## config.mk

```make
export PLATFORM = sky130hd
export DESIGN_NAME = count_bcd_display
export DESIGN_NICKNAME = d
export VERILOG_FILES = /design/src/rtl/count_bcd_display.sv
export SDC_FILE = /design/constraint.sdc
export NUM_CORES = 1
export LEC_CHECK = 0
export ABC_AREA = 1
export CELL_PAD_IN_SITES_DETAIL_PLACEMENT = 0
export CELL_PAD_IN_SITES_GLOBAL_PLACEMENT = 1
export CORE_MARGIN = 1
export CORE_UTILIZATION = 38
export CTS_CLUSTER_DIAMETER = 150
export DETAILED_ROUTE_END_ITERATION = 16
export GPL_TIMING_DRIVEN = 0
export PLACE_DENSITY = 0.73
export REMOVE_ABC_BUFFERS = 1
export SLEW_MARGIN = 20
export SYNTH_ARGS = -nofsm -noshare
export SYNTH_HDL_FRONTEND = slang
export SYNTH_SLANG_ARGS = --single-unit
```

## constraint.sdc

```tcl
create_clock -name clk -period 2.1 [get_ports clk]
set_input_delay 0.21 -clock clk [delete_from_list [all_inputs] [get_ports clk]]
set_output_delay 0.21 -clock clk [all_outputs]
set_load 0.02 [all_outputs]
```

## src/rtl/count_bcd_display.sv

```systemverilog
// count_bcd_display: binary-to-BCD converter (sequential double-dabble,
// one iteration per clock) feeding a four-digit multiplexed 7-segment
// display driver with optional leading-zero blanking.
module count_bcd_display #(
    parameter int unsigned REFRESH_DIV = 1000,
    parameter bit          BLANK_LZ    = 1'b1
) (
    input  logic        clk,
    input  logic        rst_n,
    input  logic [9:0]  cnt_in,
    input  logic        cnt_valid,
    output logic        cnt_ready,
    output logic [15:0] bcd_out,
    output logic        conv_done,
    output logic [6:0]  seg,
    output logic [3:0]  dig_en
);

    typedef enum logic [0:0] {
        IDLE  = 1'b0,
        SHIFT = 1'b1
    } state_t;

    localparam logic [15:0] REFRESH_LAST = 16'(REFRESH_DIV - 1);

    state_t      state_r, state_next_s;
    logic [9:0]  shift_r, shift_next_s;
    logic [15:0] scratch_r, scratch_next_s;
    logic [3:0]  iter_r, iter_next_s;
    logic [15:0] bcd_r, bcd_next_s;
    logic [15:0] adj_s;
    logic        done_next_s;
    logic        conv_done_r;
    logic        cnt_ready_r;
    logic [15:0] refresh_r, refresh_next_s;
    logic [1:0]  dig_sel_r, dig_sel_next_s;
    logic [6:0]  seg_r;
    logic [3:0]  dig_en_r;

    // Double-dabble correction: add 3 to every BCD digit that is 5 or more.
    function automatic logic [15:0] dabble_adjust(input logic [15:0] s);
        logic [15:0] r;
        r = s;
        for (int i = 0; i < 4; i++) begin
            if (s[i*4 +: 4] >= 4'd5) begin
                r[i*4 +: 4] = s[i*4 +: 4] + 4'd3;
            end else begin
                r[i*4 +: 4] = s[i*4 +: 4];
            end
        end
        return r;
    endfunction

    // Segment pattern {g,f,e,d,c,b,a} for one BCD digit; non-decimal codes go dark.
    function automatic logic [6:0] seg_decode(input logic [3:0] d);
        logic [6:0] r;
        case (d)
            4'd0:    r = 7'h3F;
            4'd1:    r = 7'h06;
            4'd2:    r = 7'h5B;
            4'd3:    r = 7'h4F;
            4'd4:    r = 7'h66;
            4'd5:    r = 7'h6D;
            4'd6:    r = 7'h7D;
            4'd7:    r = 7'h07;
            4'd8:    r = 7'h7F;
            4'd9:    r = 7'h6F;
            default: r = 7'h00;
        endcase
        return r;
    endfunction

    // Pattern for the selected digit, blanked when it is a leading zero.
    function automatic logic [6:0] digit_seg(input logic [15:0] bcd, input logic [1:0] sel);
        logic [3:0] d;
        logic       lead_zero;
        case (sel)
            2'd0: begin
                d         = bcd[3:0];
                lead_zero = 1'b0;
            end
            2'd1: begin
                d         = bcd[7:4];
                lead_zero = (bcd[15:4] == 12'd0);
            end
            2'd2: begin
                d         = bcd[11:8];
                lead_zero = (bcd[15:8] == 8'd0);
            end
            2'd3: begin
                d         = bcd[15:12];
                lead_zero = (bcd[15:12] == 4'd0);
            end
            default: begin
                d         = 4'd0;
                lead_zero = 1'b0;
            end
        endcase
        if ((BLANK_LZ == 1'b1) && lead_zero) begin
            return 7'h00;
        end else begin
            return seg_decode(d);
        end
    endfunction

    // One-hot digit enable from the 2-bit digit select.
    function automatic logic [3:0] sel_onehot(input logic [1:0] sel);
        logic [3:0] r;
        case (sel)
            2'd0:    r = 4'b0001;
            2'd1:    r = 4'b0010;
            2'd2:    r = 4'b0100;
            2'd3:    r = 4'b1000;
            default: r = 4'b0001;
        endcase
        return r;
    endfunction

    assign adj_s = dabble_adjust(scratch_r);

    // Conversion FSM next-state and datapath: accept in IDLE, one dabble step per SHIFT cycle.
    always_comb begin
        state_next_s   = state_r;
        shift_next_s   = shift_r;
        scratch_next_s = scratch_r;
        iter_next_s    = iter_r;
        bcd_next_s     = bcd_r;
        done_next_s    = 1'b0;
        case (state_r)
            IDLE: begin
                if (cnt_valid) begin
                    shift_next_s   = cnt_in;
                    scratch_next_s = 16'd0;
                    iter_next_s    = 4'd0;
                    state_next_s   = SHIFT;
                end else begin
                    state_next_s   = IDLE;
                end
            end
            SHIFT: begin
                scratch_next_s = {adj_s[14:0], shift_r[9]};
                shift_next_s   = {shift_r[8:0], 1'b0};
                iter_next_s    = iter_r + 4'd1;
                if (iter_r == 4'd9) begin
                    // Tenth step: publish the finished result straight from the shift.
                    bcd_next_s   = {adj_s[14:0], shift_r[9]};
                    done_next_s  = 1'b1;
                    state_next_s = IDLE;
                end else begin
                    state_next_s = SHIFT;
                end
            end
            default: begin
                state_next_s = IDLE;
            end
        endcase
    end

    // Refresh timer next-state: advance the digit select on every wrap.
    always_comb begin
        if (refresh_r == REFRESH_LAST) begin
            refresh_next_s = 16'd0;
            dig_sel_next_s = dig_sel_r + 2'd1;
        end else begin
            refresh_next_s = refresh_r + 16'd1;
            dig_sel_next_s = dig_sel_r;
        end
    end

    // Conversion state and datapath registers.
    always_ff @(posedge clk or negedge rst_n) begin
        if (!rst_n) begin
            state_r   <= IDLE;
            shift_r   <= 10'd0;
            scratch_r <= 16'd0;
            iter_r    <= 4'd0;
            bcd_r     <= 16'd0;
        end else begin
            state_r   <= state_next_s;
            shift_r   <= shift_next_s;
            scratch_r <= scratch_next_s;
            iter_r    <= iter_next_s;
            bcd_r     <= bcd_next_s;
        end
    end

    // Refresh counter and digit select, free-running regardless of conversions.
    always_ff @(posedge clk or negedge rst_n) begin
        if (!rst_n) begin
            refresh_r <= 16'd0;
            dig_sel_r <= 2'd0;
        end else begin
            refresh_r <= refresh_next_s;
            dig_sel_r <= dig_sel_next_s;
        end
    end

    // Output registers, loaded from next-state so they track bcd_out and select without lag.
    always_ff @(posedge clk or negedge rst_n) begin
        if (!rst_n) begin
            cnt_ready_r <= 1'b1;
            conv_done_r <= 1'b0;
            seg_r       <= 7'h3F;
            dig_en_r    <= 4'b0001;
        end else begin
            cnt_ready_r <= (state_next_s == IDLE);
            conv_done_r <= done_next_s;
            seg_r       <= digit_seg(bcd_next_s, dig_sel_next_s);
            dig_en_r    <= sel_onehot(dig_sel_next_s);
        end
    end

    assign cnt_ready = cnt_ready_r;
    assign conv_done = conv_done_r;
    assign bcd_out   = bcd_r;
    assign seg       = seg_r;
    assign dig_en    = dig_en_r;

endmodule

```

==> impl_metrics.csv, run 1 <==
group,metric,value,unit
die,die_y,104.3,um
timing,rsz0062_at_grt,"yes",
global_routing,pin_count_of_the_biggest_net_entering_global_routing,53,
timing,worst_skew,0.009929,ns
run_status,status,"finished, violations left",
place,place_congestion,0.8741,
final_layout,layout.nets,597,
route,first_pass_iters,4,
final_layout,instances_no_fill,706,
job,drv.max_cap_violation_count,0,
place,dp_slack,-1.921,ns
run_status,violations,"setup timing",
synth,synthesis.area_per_instance,8.257,um2
final_layout,synthToLayoutAreaGrowth,37.88,%
clock_network,h-tree-depth,3,
final_layout,layout.filler_cells,911,
route,detail_route.iter0.violations,146,
place,portBuffers,41,
die,initial_utilization,39.98,%
route,drt_drc_violations_left,0,
clock_network,clock_sinks,78,
clock_network,cts_buffers,9,
clock_network,clock-root-buffer,"sky130_fd_sc_hd__clkbuf_8",
place,dp.cells,646,
route,postRouteWirelength,10040,um
pwr,power.share.clock,15.1,%
die,io-pin-count,42,
pwr,p_int,4.370,mW
route,wl_per_cell,14.22,um
setup_path,setup.worst_path.end_class,"flip-flop",
clock_network,cts_max_path_buffers,2,
pwr,total_power,7.682,mW
synth,synth_cells,482,
clock_network,tritoncts,"built",
final_layout,insertedDiodeCount,0,
synth,sequential_share_of_the_synthesized_area,49.29,%
synth,synthesis.area,3980,um2
final_layout,multi_input_comb_area,2111,um2
synth,synth_enable_flop_cells,0,
final_layout,stdcell_area,5488,um2
die,floorplan.core_area,9955,um2
setup_path,critPathKind,"reg -> reg",
global_routing,grt_use_total,19.45,%
place,dpl-instance-area,4528,um2
die,rows,36,
pwr,vdd_drop_max,802.7,uV
setup_path,arrival,2.56,ns
clock_network,cts.clk_slew.worst_paths,0.09,ns
global_routing,global_route.overflow_total,0,
timing,period_minus_slack,2.257,ns
timing,hold_viol,0,
synth,ys_warn_count,0,
place,place_hpwl,6278,um
timing,report.final.slew_viol_count,0,
route,route.detailed.vias_per_inst,4.914,
final_layout,post_route_cells_drive_above_1_share,30.02,%
timing,layout_worst_path_cycle_share,107.5,%
min_path,worst_hold_path_type,"in -> async",
setup_path,crit_required,2.40,ns
clock_network,insertion_delay,0.36,ns
die,die_w,104.3,um
global_routing,grt_pass1_wl,16740,um
timing,max_clock_freq,0.4430,GHz
die,area_of_the_die,10890,um2
synth,synth_cell_type_count,32,
synth,async_reset_ff_share,100.0,%
global_routing,first_global_vias,3423,
pwr,combinationalPowerShare,54.3,%
route,drtAntennaViolNets,0,
pwr,p_per_area,1400,nW/um2
pwr,power.net_switching,3.312,mW
final_layout,regArea,1969,um2
pwr,total_leakage_power,2.617,nW
timing,slew-limit-headroom,66.90,%
timing,max_slew.worst_pin.slew,0.4960,ns
route,route.vias.total,3469,
setup_path,critPathLaunchType,"flip-flop",
setup_path,worst-path-max-fanout,3,
global_routing,grt_antenna_before_repair,0,
synth,synth.ff_latch_count,78,
synth,dominantRegCellSynth,"sky130_fd_sc_hd__dfrtp_1",
timing,report.final.setup_viol,7,
pwr,power.switching_fraction,43.12,%
pwr,seq_power_share,30.6,%
timing,setup_slack,-0.1574,ns
## flip-flops by register name (all words and copies together) (netlist names)
name,flops
iter_r,4
shift_r,10
dig_en,4
seg,7
cnt_ready,1
scratch_r,16
state_r,1
bcd_out,16
dig_sel_r,2
refresh_r,16
conv_done,1
## Yosys cell counts, types with 3 or more instances
cell type	n	share of area [%]
sky130_fd_sc_hd__a21oi_1	4	0.50
sky130_fd_sc_hd__a22oi_1	7	1.3
sky130_fd_sc_hd__buf_2	4	0.50
sky130_fd_sc_hd__clkbuf_1	6	0.57
sky130_fd_sc_hd__dfrtp_1	70	44
sky130_fd_sc_hd__dfstp_2	8	5.3
sky130_fd_sc_hd__ha_1	16	5.0
sky130_fd_sc_hd__inv_1	61	5.8
sky130_fd_sc_hd__inv_2	4	0.38
sky130_fd_sc_hd__nand2_1	120	11
sky130_fd_sc_hd__nand2_2	10	1.6
sky130_fd_sc_hd__nand3_1	42	5.3
sky130_fd_sc_hd__nand4_1	11	1.7
sky130_fd_sc_hd__nor2_1	42	4.0
sky130_fd_sc_hd__nor2_2	11	1.7
sky130_fd_sc_hd__nor2_4	3	0.85
sky130_fd_sc_hd__nor3_1	7	0.88
sky130_fd_sc_hd__o21ai_0	27	3.4
sky130_fd_sc_hd__o22ai_1	7	1.1
sky130_fd_sc_hd__xor2_1	7	1.5
## timing repair
action / 4_1_cts / 5_1_grt
gates resized for setup: 64 / 47
pin swaps: 28 / 24
hold endpoints to repair: 25 / 0
hold buffers: 1 / 0
setup endpoints to repair: 45 / 28
buffers inserted: 21 / 21
gates cloned: 1 / 0
## critical path: stages (launching register included)
cell and delay [ns]:
sky130_fd_sc_hd__dfrtp_1 0.39, sky130_fd_sc_hd__inv_2 0.08, sky130_fd_sc_hd__ha_4 0.16, sky130_fd_sc_hd__inv_1 0.06
sky130_fd_sc_hd__nand2_2 0.07, sky130_fd_sc_hd__nand3_4 0.12, sky130_fd_sc_hd__buf_6 0.11, sky130_fd_sc_hd__nand3_4 0.09
sky130_fd_sc_hd__o21ai_4 0.18, sky130_fd_sc_hd__nand3_1 0.08, sky130_fd_sc_hd__nand4_1 0.16, sky130_fd_sc_hd__inv_1 0.14
sky130_fd_sc_hd__ha_4 0.29, sky130_fd_sc_hd__nor2_2 0.04, sky130_fd_sc_hd__buf_4 0.13, sky130_fd_sc_hd__nor2_2 0.09
## path summary, 6_finish.rpt
path / start / endpoint / slack (ns) / cells past startpoint
max: scratch_r[8] / seg[1] / -0.16 / 15
min: rst_n / shift_r[1] / 0.30 / 2
max reg2reg: scratch_r[8] / seg[1] / -0.16 / 15
min reg2reg: shift_r[0] / shift_r[0] / 0.50 / 2
max in group asynchronous: rst_n / seg[0] / 1.16 / 3
min in group clk: cnt_in[6] / shift_r[6] / 0.38 / 3
## power groups by stage
stage          logic (mW)  clock network, mW  registers [mW]
2_1_floorplan        1.80                  0            2.59
3_5_place_dp         3.02                  0            2.41
5_1_grt              4.63               1.24            2.41
4_1_cts              3.69               1.20            2.37
6_report             4.17               1.16            2.35
3_3_place_gp         2.97                  0            2.40
## placed cells by master, fill, tap and decap left out, types with 3 or more instances in the layout
| cell | instances |
|---|---|
| sky130_fd_sc_hd__nand3_2 | 14 |
| sky130_fd_sc_hd__inv_1 | 53 |
| sky130_fd_sc_hd__nor2_2 | 17 |
| sky130_fd_sc_hd__o21ai_1 | 4 |
| sky130_fd_sc_hd__nand2_1 | 100 |
| sky130_fd_sc_hd__nor2_1 | 34 |
| sky130_fd_sc_hd__dfstp_2 | 8 |
| sky130_fd_sc_hd__buf_6 | 8 |
| sky130_fd_sc_hd__nor3_1 | 6 |
| sky130_fd_sc_hd__ha_4 | 5 |
| sky130_fd_sc_hd__dfrtp_1 | 66 |
| sky130_fd_sc_hd__clkdlybuf4s50_1 | 40 |
| sky130_fd_sc_hd__ha_1 | 9 |
| sky130_fd_sc_hd__inv_2 | 11 |
| sky130_fd_sc_hd__nand3_1 | 23 |
| sky130_fd_sc_hd__dfrtp_2 | 3 |
| sky130_fd_sc_hd__nand3_4 | 8 |
| sky130_fd_sc_hd__buf_4 | 35 |
| sky130_fd_sc_hd__clkbuf_8 | 9 |
| sky130_fd_sc_hd__nand4_1 | 12 |
| sky130_fd_sc_hd__xor2_1 | 5 |
| sky130_fd_sc_hd__a22oi_1 | 7 |
| sky130_fd_sc_hd__nand2_2 | 21 |
| sky130_fd_sc_hd__a21oi_1 | 4 |
| sky130_fd_sc_hd__o21ai_0 | 21 |
| sky130_fd_sc_hd__clkinvlp_4 | 4 |
| sky130_fd_sc_hd__nand2_4 | 9 |
| sky130_fd_sc_hd__nor2_4 | 5 |
| sky130_fd_sc_hd__o22ai_1 | 7 |
## per-layer routing
layer	share of wire (%)	routed length, um	vias to the layer above	global-route usage [%]
met4	1.5	152	0	8.367
met1	45	4519	1670	23.69
met2	51	5080	61	33.54
li1	-	-	1726	-
met5	0	0	-	0
met3	2.8	284	12	3.509
## cell families after synthesis
kind of cell / after synthesis / synth area share, %
AOI/OAI and AO/OA: 52 / 7.639
buffers and inverters: 77 / 7.576
xor gates and xnor gates: 8 / 1.761
DFF: 78 / 49.29
and+or+nand+nor: 251 / 28.70
adders and majority gates: 16 / 5.030
## final cells by class
cell class | instances | share of cell area, %
multi-input cells | 328 | 38.46
flip-flops and latches | 78 | 35.89
repair buffers | 85 | 14.41
inverters | 66 | 4.606
well taps | 133 | 3.032
clock buffers | 10 | 2.326
clock inverters | 6 | 1.277
## stage by stage
stage,utilization [%],hold WS [ns],TNS [ns]
after detailed placement,45.49,0.1558,-36.89
after global placement,45.24,0.4529,-185.21
after CTS,51.68,0.2980,-1.263
after global routing,55.13,0.3196,-2.093
after floorplan,-,-0.08559,-4.072
final,55.13,0.2999,-0.8349
(Power assumes the default switching activity.)
==> run 2: changes to the inputs <==
--- a/config.mk
+++ b/config.mk
@@ -8,12 +8,12 @@
 export ABC_AREA = 1
 export CELL_PAD_IN_SITES_DETAIL_PLACEMENT = 0
 export CELL_PAD_IN_SITES_GLOBAL_PLACEMENT = 1
-export CORE_MARGIN = 1
-export CORE_UTILIZATION = 38
+export CORE_MARGIN = 2
+export CORE_UTILIZATION = 42
 export CTS_CLUSTER_DIAMETER = 150
 export DETAILED_ROUTE_END_ITERATION = 16
 export GPL_TIMING_DRIVEN = 0
-export PLACE_DENSITY = 0.73
+export PLACE_DENSITY = 0.77
 export REMOVE_ABC_BUFFERS = 1
 export SLEW_MARGIN = 20
 export SYNTH_ARGS = -nofsm -noshare
==> constraint.sdc (replaced) <==
create_clock -name clk -period 2.5 [get_ports clk]
set_input_delay 0.25 -clock clk [delete_from_list [all_inputs] [get_ports clk]]
set_output_delay 0.25 -clock clk [all_outputs]
set_load 0.02 [all_outputs]
==> run 2 against run 1 <==
- the flow now finishes without violations
- setup slack improved by 0.27 ns
- design area decreased by 10%
- global-route usage decreased by 0.46 points
- highest routed layer unchanged
==> impl_metrics.csv, run 2 (same netlist as run 1, synthesis figures left out) <==
group,metric,value,unit
timing,max_clock_freq,0.4194,GHz
die,rows,35,
min_path,worst_hold_path_type,"in -> async",
pwr,vdd_drop_max,589.3,uV
route,detail_route.iter0.violations,97,
timing,slew-limit-headroom,43.88,%
setup_path,timing.critical_path.slowest_cell_delay,0.40,ns
clock_network,cts_buffers,9,
die,io-pin-count,42,
clock_network,tritoncts,"built",
setup_path,worst-path-max-fanout,5,
setup_path,critPathTopFamily,"buffers and inverters",
setup_path,arrival,2.67,ns
global_routing,grt_use_total,18.98,%
timing,max_slew.worst_pin.slew,0.8388,ns
setup_path,setup.worst_path.end_class,"flip-flop",
final_layout,insertedDiodeCount,0,
pwr,p_per_area,1144,nW/um2
die,die_y,101.3,um
global_routing,grt_pass1_wl,15360,um
place,place_congestion,0.8639,
setup_path,critPathLaunchType,"flip-flop",
setup_path,critPathKind,"reg -> reg",
clock_network,h-tree-depth,3,
timing,setup_slack,0.1159,ns
final_layout,synthToLayoutAreaGrowth,23.42,%
final_layout,mostFrequentLayoutCell,"sky130_fd_sc_hd__nand2_1",
global_routing,global_route.overflow_total,0,
final_layout,most-common-layout-cells,"sky130_fd_sc_hd__nand2_1, sky130_fd_sc_hd__dfrtp_1, sky130_fd_sc_hd__inv_1",
clock_network,insertion_delay,0.34,ns
place,dp.cells,624,
final_layout,instances_no_fill,663,
final_layout,layout.filler_cells,896,
die,initial_utilization,43.28,%
die,area_of_the_die,10270,um2
route,route.detailed.vias_per_inst,5.041,
route,route.vias.total,3342,
timing,report.final.setup_viol,0,
global_routing,grt_antenna_before_repair,0,
place,portBuffers,41,
die,die_w,101.3,um
final_layout,post_route_cells_drive_above_1_share,16.67,%
clock_network,cts.clk_slew.worst_paths,0.08,ns
route,drt_drc_violations_left,0,
pwr,total_leakage_power,2.472,nW
final_layout,layout.nets,576,
clock_network,clock-root-buffer,"sky130_fd_sc_hd__clkbuf_8",
place,place_hpwl,6322,um
timing,period_minus_slack,2.384,ns
setup_path,crit_path_top_delay_cell,"sky130_fd_sc_hd__dfrtp_1",
setup_path,crit_required,2.79,ns
timing,report.final.slew_viol_count,0,
timing,hold_viol,0,
route,drtAntennaViolNets,0,
setup_path,crit_path_frequent_cell,"sky130_fd_sc_hd__buf_4",
job,drv.max_cap_violation_count,0,
global_routing,first_global_vias,3248,
clock_network,clock_sinks,78,
route,first_pass_iters,4,
setup_path,worst-path-stages,16,
route,wl_per_cell,13.94,um
timing,worst_skew,0.01254,ns
run_status,status,"complete, no violations",
place,dp_slack,-1.535,ns
global_routing,pin_count_of_the_biggest_net_entering_global_routing,47,
setup_path,crit_chain,"inv_1 -> ha_4 -> nand4_1 -> buf_4 -> buf_4 -> buf_4 -> nand2_1 -> nand2_1 -> nand3_2 -> nand3_2 -> nand2_4 -> inv_1 -> ha_1 -> nor2_2 -> buf_4 -> nor2_2",
clock_network,cts_max_path_buffers,2,
setup_path,critical_path.n_buffers_inverters,6,
route,postRouteWirelength,9244,um
die,floorplan.core_area,9196,um2
setup_path,r2r_cells,16,
timing,layout_worst_path_cycle_share,95.37,%
run 2: cell types whose count changed in the layout (fill, tap and decap cells not counted), moves of 5 or more:
cell	delta
sky130_fd_sc_hd__nand2_1	+18
sky130_fd_sc_hd__nand3_1	+15
sky130_fd_sc_hd__buf_4	-14
sky130_fd_sc_hd__nand2_2	-11
sky130_fd_sc_hd__nand3_2	-8
sky130_fd_sc_hd__buf_6	-7
sky130_fd_sc_hd__inv_1	+7
sky130_fd_sc_hd__inv_2	-7
sky130_fd_sc_hd__nand3_4	-7
sky130_fd_sc_hd__nand2_4	-6
sky130_fd_sc_hd__nor2_1	+6
sky130_fd_sc_hd__ha_1	+5
run 2: through the flow:
stage	setup TNS, ns	area [um2]	power (mW)	hold slack [ns]	util (%)
after global placement	-138.40	4476	4.488	0.4500	48.67
after detailed placement	-20.01	4501	4.543	0.2273	48.94
final	0	4912	5.617	0.3993	53.42
after floorplan	-1.272	3926	3.685	-0.04559	-
after global routing	-0.04094	4912	6.096	0.4367	53.42
after CTS	0	4755	5.473	0.4023	51.70
run 2: power breakdown:
group | internal (mW) | switching, mW | total (mW)
clock network | 0.355 | 0.459 | 0.814
registers | 1.73 | 0.256 | 1.98
logic | 1.14 | 1.68 | 2.82
total | 3.22 | 2.40 | 5.62
run 2: worst paths after layout:
check | slack (ns) | from | to
worst max-delay path | 0.12 | iter_r[1] | seg[1]
worst min-delay path | 0.40 | rst_n | shift_r[5]
worst max register to register | 0.12 | iter_r[1] | seg[1]
worst min register to register | 0.50 | shift_r[6] | shift_r[6]
max in group asynchronous | 1.47 | rst_n | dig_en[0]
min in group clk | 0.44 | cnt_in[5] | shift_r[5]
run 2: routing by layer:
metal | part of all wire, % | global-route usage (%) | routed length, um
met5 | 0 | 0 | 0
met4 | 1.8 | 7.173 | 163
met3 | 3.0 | 2.899 | 280
met2 | 49 | 31.38 | 4526
met1 | 46 | 25.31 | 4273
run 2: area by class of cell:
class,count,area (um2),share of cell area [%]
multi-input cells,328,1789,36.42
flip-flops and latches,78,1966,40.02
inverters,66,252.7,5.145
repair buffers,64,606.8,12.35
clock buffers,11,131.4,2.674
well taps,111,138.9,2.827
clock inverters,5,27.53,0.5604
run 2: what timing repair did:
action                                 4_1_cts  5_1_grt
hold buffers                                 1        0
resized for setup                            6       15
setup buffers                                9       12
cloned                                       1        0
pin swaps                                    2        6
endpoints found under the hold margin       28        0
setup endpoints to repair                   44        7
run 2: worst register-to-register path, stage by stage, from the launching register on:
cell and delay (ns):
sky130_fd_sc_hd__dfrtp_1 0.40, sky130_fd_sc_hd__inv_1 0.12, sky130_fd_sc_hd__ha_4 0.16, sky130_fd_sc_hd__nand4_1 0.09, sky130_fd_sc_hd__buf_4 0.17, sky130_fd_sc_hd__buf_4 0.14, sky130_fd_sc_hd__buf_4 0.14, sky130_fd_sc_hd__nand2_1 0.05
sky130_fd_sc_hd__nand2_1 0.11, sky130_fd_sc_hd__nand3_2 0.11, sky130_fd_sc_hd__nand3_2 0.11, sky130_fd_sc_hd__nand2_4 0.11, sky130_fd_sc_hd__inv_1 0.06, sky130_fd_sc_hd__ha_1 0.29, sky130_fd_sc_hd__nor2_2 0.04, sky130_fd_sc_hd__buf_4 0.13
sky130_fd_sc_hd__nor2_2 0.10
==> run 3: changes to the inputs <==
--- a/config.mk
+++ b/config.mk
@@ -8,9 +8,8 @@
 export ABC_AREA = 1
 export CELL_PAD_IN_SITES_DETAIL_PLACEMENT = 0
 export CELL_PAD_IN_SITES_GLOBAL_PLACEMENT = 1
-export CORE_MARGIN = 2
+export CORE_MARGIN = 10
 export CORE_UTILIZATION = 42
-export CTS_CLUSTER_DIAMETER = 150
 export DETAILED_ROUTE_END_ITERATION = 16
 export GPL_TIMING_DRIVEN = 0
 export PLACE_DENSITY = 0.77
==> run 3 against run 2 <==
- die area rose by 34%
- global-route usage shrank 5.0 points
- clock-buffer cell count is 1 lower
- sequential share of layout area shrank 1.5 points
- critical path depth grew 1
- via count barely moved
- power increased by 7.9%
- clock skew fell by 0.00062 ns
- combinational power rose by 4%
- clock power increased by 40%
- non-clock buffer count is 6 higher
- first-iteration DRC count increased by 89%
- highest routed layer unchanged
==> impl_metrics.csv, run 3 (same netlist as run 1, synthesis figures left out) <==
group,metric,value,unit
route,route.detailed.vias_per_inst,4.862,
timing,rsz0062_at_grt,"yes",
die,die_y,117.3,um
setup_path,critPathLaunchType,"flip-flop",
final_layout,insertedDiodeCount,0,
route,route.vias.total,3345,
clock_network,tritoncts,"built",
die,initial_utilization,43.07,%
setup_path,crit_required,2.79,ns
route,drtAntennaViolNets,0,
clock_network,cts.clk_slew.worst_paths,0.08,ns
final_layout,post_route_cells_drive_above_1_share,20.04,%
setup_path,worst-path-max-fanout,7,
clock_network,insertion_delay,0.36,ns
place,portBuffers,41,
setup_path,critical_path.startpoint,"iter_r[1]",
pwr,p_per_area,1185,nW/um2
clock_network,cts_buffers,9,
global_routing,global_route.overflow_total,0,
die,area_of_the_die,13770,um2
die,io-pin-count,42,
final_layout,mostFrequentLayoutCell,"sky130_fd_sc_hd__nand2_1",
setup_path,rr_startpoint,"iter_r[1]",
timing,report.final.slew_viol_count,0,
timing,max_clock_freq,0.4229,GHz
place,dp_slack,-1.582,ns
setup_path,critical_path.n_buffers_inverters,6,
min_path,worst_hold_path_type,"in -> async",
timing,layout_worst_path_cycle_share,94.59,%
job,drv.max_cap_violation_count,0,
place,place_congestion,0.8070,
clock_network,cts_max_path_buffers,2,
die,rows,35,
place,place_hpwl,6552,um
timing,setup_slack,0.1354,ns
pwr,vdd_drop_max,531.6,uV
global_routing,grt_pass1_wl,16280,um
pwr,total_leakage_power,2.555,nW
timing,hold_slack,0.3373,ns
timing,period_minus_slack,2.365,ns
run_status,status,"complete, no violations",
die,die_w,117.3,um
timing,slew-limit-headroom,44.23,%
timing,max_slew.worst_pin.slew,0.8334,ns
final_layout,layout.nets,583,
setup_path,crit_chain,"inv_2 -> ha_4 -> nand4_1 -> buf_6 -> buf_8 -> buf_6 -> nand2_1 -> nand2_2 -> nand3_1 -> nand4_1 -> buf_4 -> ha_1 -> inv_1 -> nand2_1 -> nand2_2 -> nor2_1 -> nor2_2",
global_routing,first_global_vias,3337,
die,floorplan.core_area,9240,um2
route,detail_route.iter0.violations,183,
clock_network,h-tree-depth,3,
route,drt_drc_violations_left,0,
setup_path,critPathTopFamily,"simple AND/OR/NAND/NOR gates",
final_layout,synthToLayoutAreaGrowth,28.54,%
setup_path,arrival,2.66,ns
route,postRouteWirelength,9653,um
clock_network,clock-root-buffer,"sky130_fd_sc_hd__clkbuf_8",
setup_path,timing.critical_path.slowest_cell_delay,0.41,ns
timing,report.final.setup_viol,0,
global_routing,grt_use_total,13.99,%
global_routing,pin_count_of_the_biggest_net_entering_global_routing,54,
final_layout,final_util,55.37,%
route,wl_per_cell,14.03,um
final_layout,most-common-layout-cells,"sky130_fd_sc_hd__nand2_1, sky130_fd_sc_hd__dfrtp_1, sky130_fd_sc_hd__inv_1",
global_routing,grt_antenna_before_repair,0,
timing,worst_skew,0.01192,ns
route,first_pass_iters,6,
setup_path,critPathKind,"reg -> reg",
timing,hold_viol,0,
setup_path,setup.worst_path.end_class,"flip-flop",
pwr,total_power,6.062,mW
clock_network,clock_sinks,78,
setup_path,crit_path_top_delay_cell,"sky130_fd_sc_hd__dfrtp_1",
[run 3: where the power goes]
group	internal (mW)	switching [mW]	total (mW)	leakage (nW)
clock network	0.664	0.479	1.14	0.121
registers	1.73	0.267	1.99	0.973
logic	1.19	1.73	2.92	1.46
[run 3: cell type report]
type	count	area (um2)
clock buffers	10	127.6
clock inverters	6	108.9
fillers	870	4124
inverters	66	252.7
multi-input cells	328	1810
flip-flops and latches	78	1968
well taps	129	161.4
repair buffers	70	679.4
repair inverters	1	7.507
[run 3: path summary, 6_finish.rpt]
path	end	slack [ns]	depth (start not counted)
setup / recovery	seg[5]	0.14	17
hold / removal	shift_r[4]	0.34	2
setup reg to reg	seg[5]	0.14	17
hold reg to reg	refresh_r[0]	0.47	1
max in group asynchronous	seg[1]	1.53	3
min in group clk	shift_r[6]	0.43	3
[run 3: per-layer routing]
layer / wire length (um) / GRT usage [%] / part of all wire [%]
met1: 4438 / 18.08 / 46
met3: 308 / 2.638 / 3.2
met5: 0 / 0 / 0
met4: 122 / 4.538 / 1.3
met2: 4784 / 22.94 / 50
[run 3: timing repair]
item,CTS,global route
resized for setup,10,32
endpoints found under the setup margin,44,7
gates cloned,1,1
endpoints found under the hold margin,23,0
setup buffers,11,16
hold buffers,1,0
pin swaps,3,13
[run 3: metrics by stage]
step / area, um2 / instances / setup TNS (ns)
floorplan: 3926 / 471 / -1.272
global placement: 4498 / 641 / -133.83
detailed placement: 4523 / 642 / -20.97
CTS: 4880 / 671 / 0
global route: 5116 / 688 / -0.05134
finish: 5116 / 688 / 0
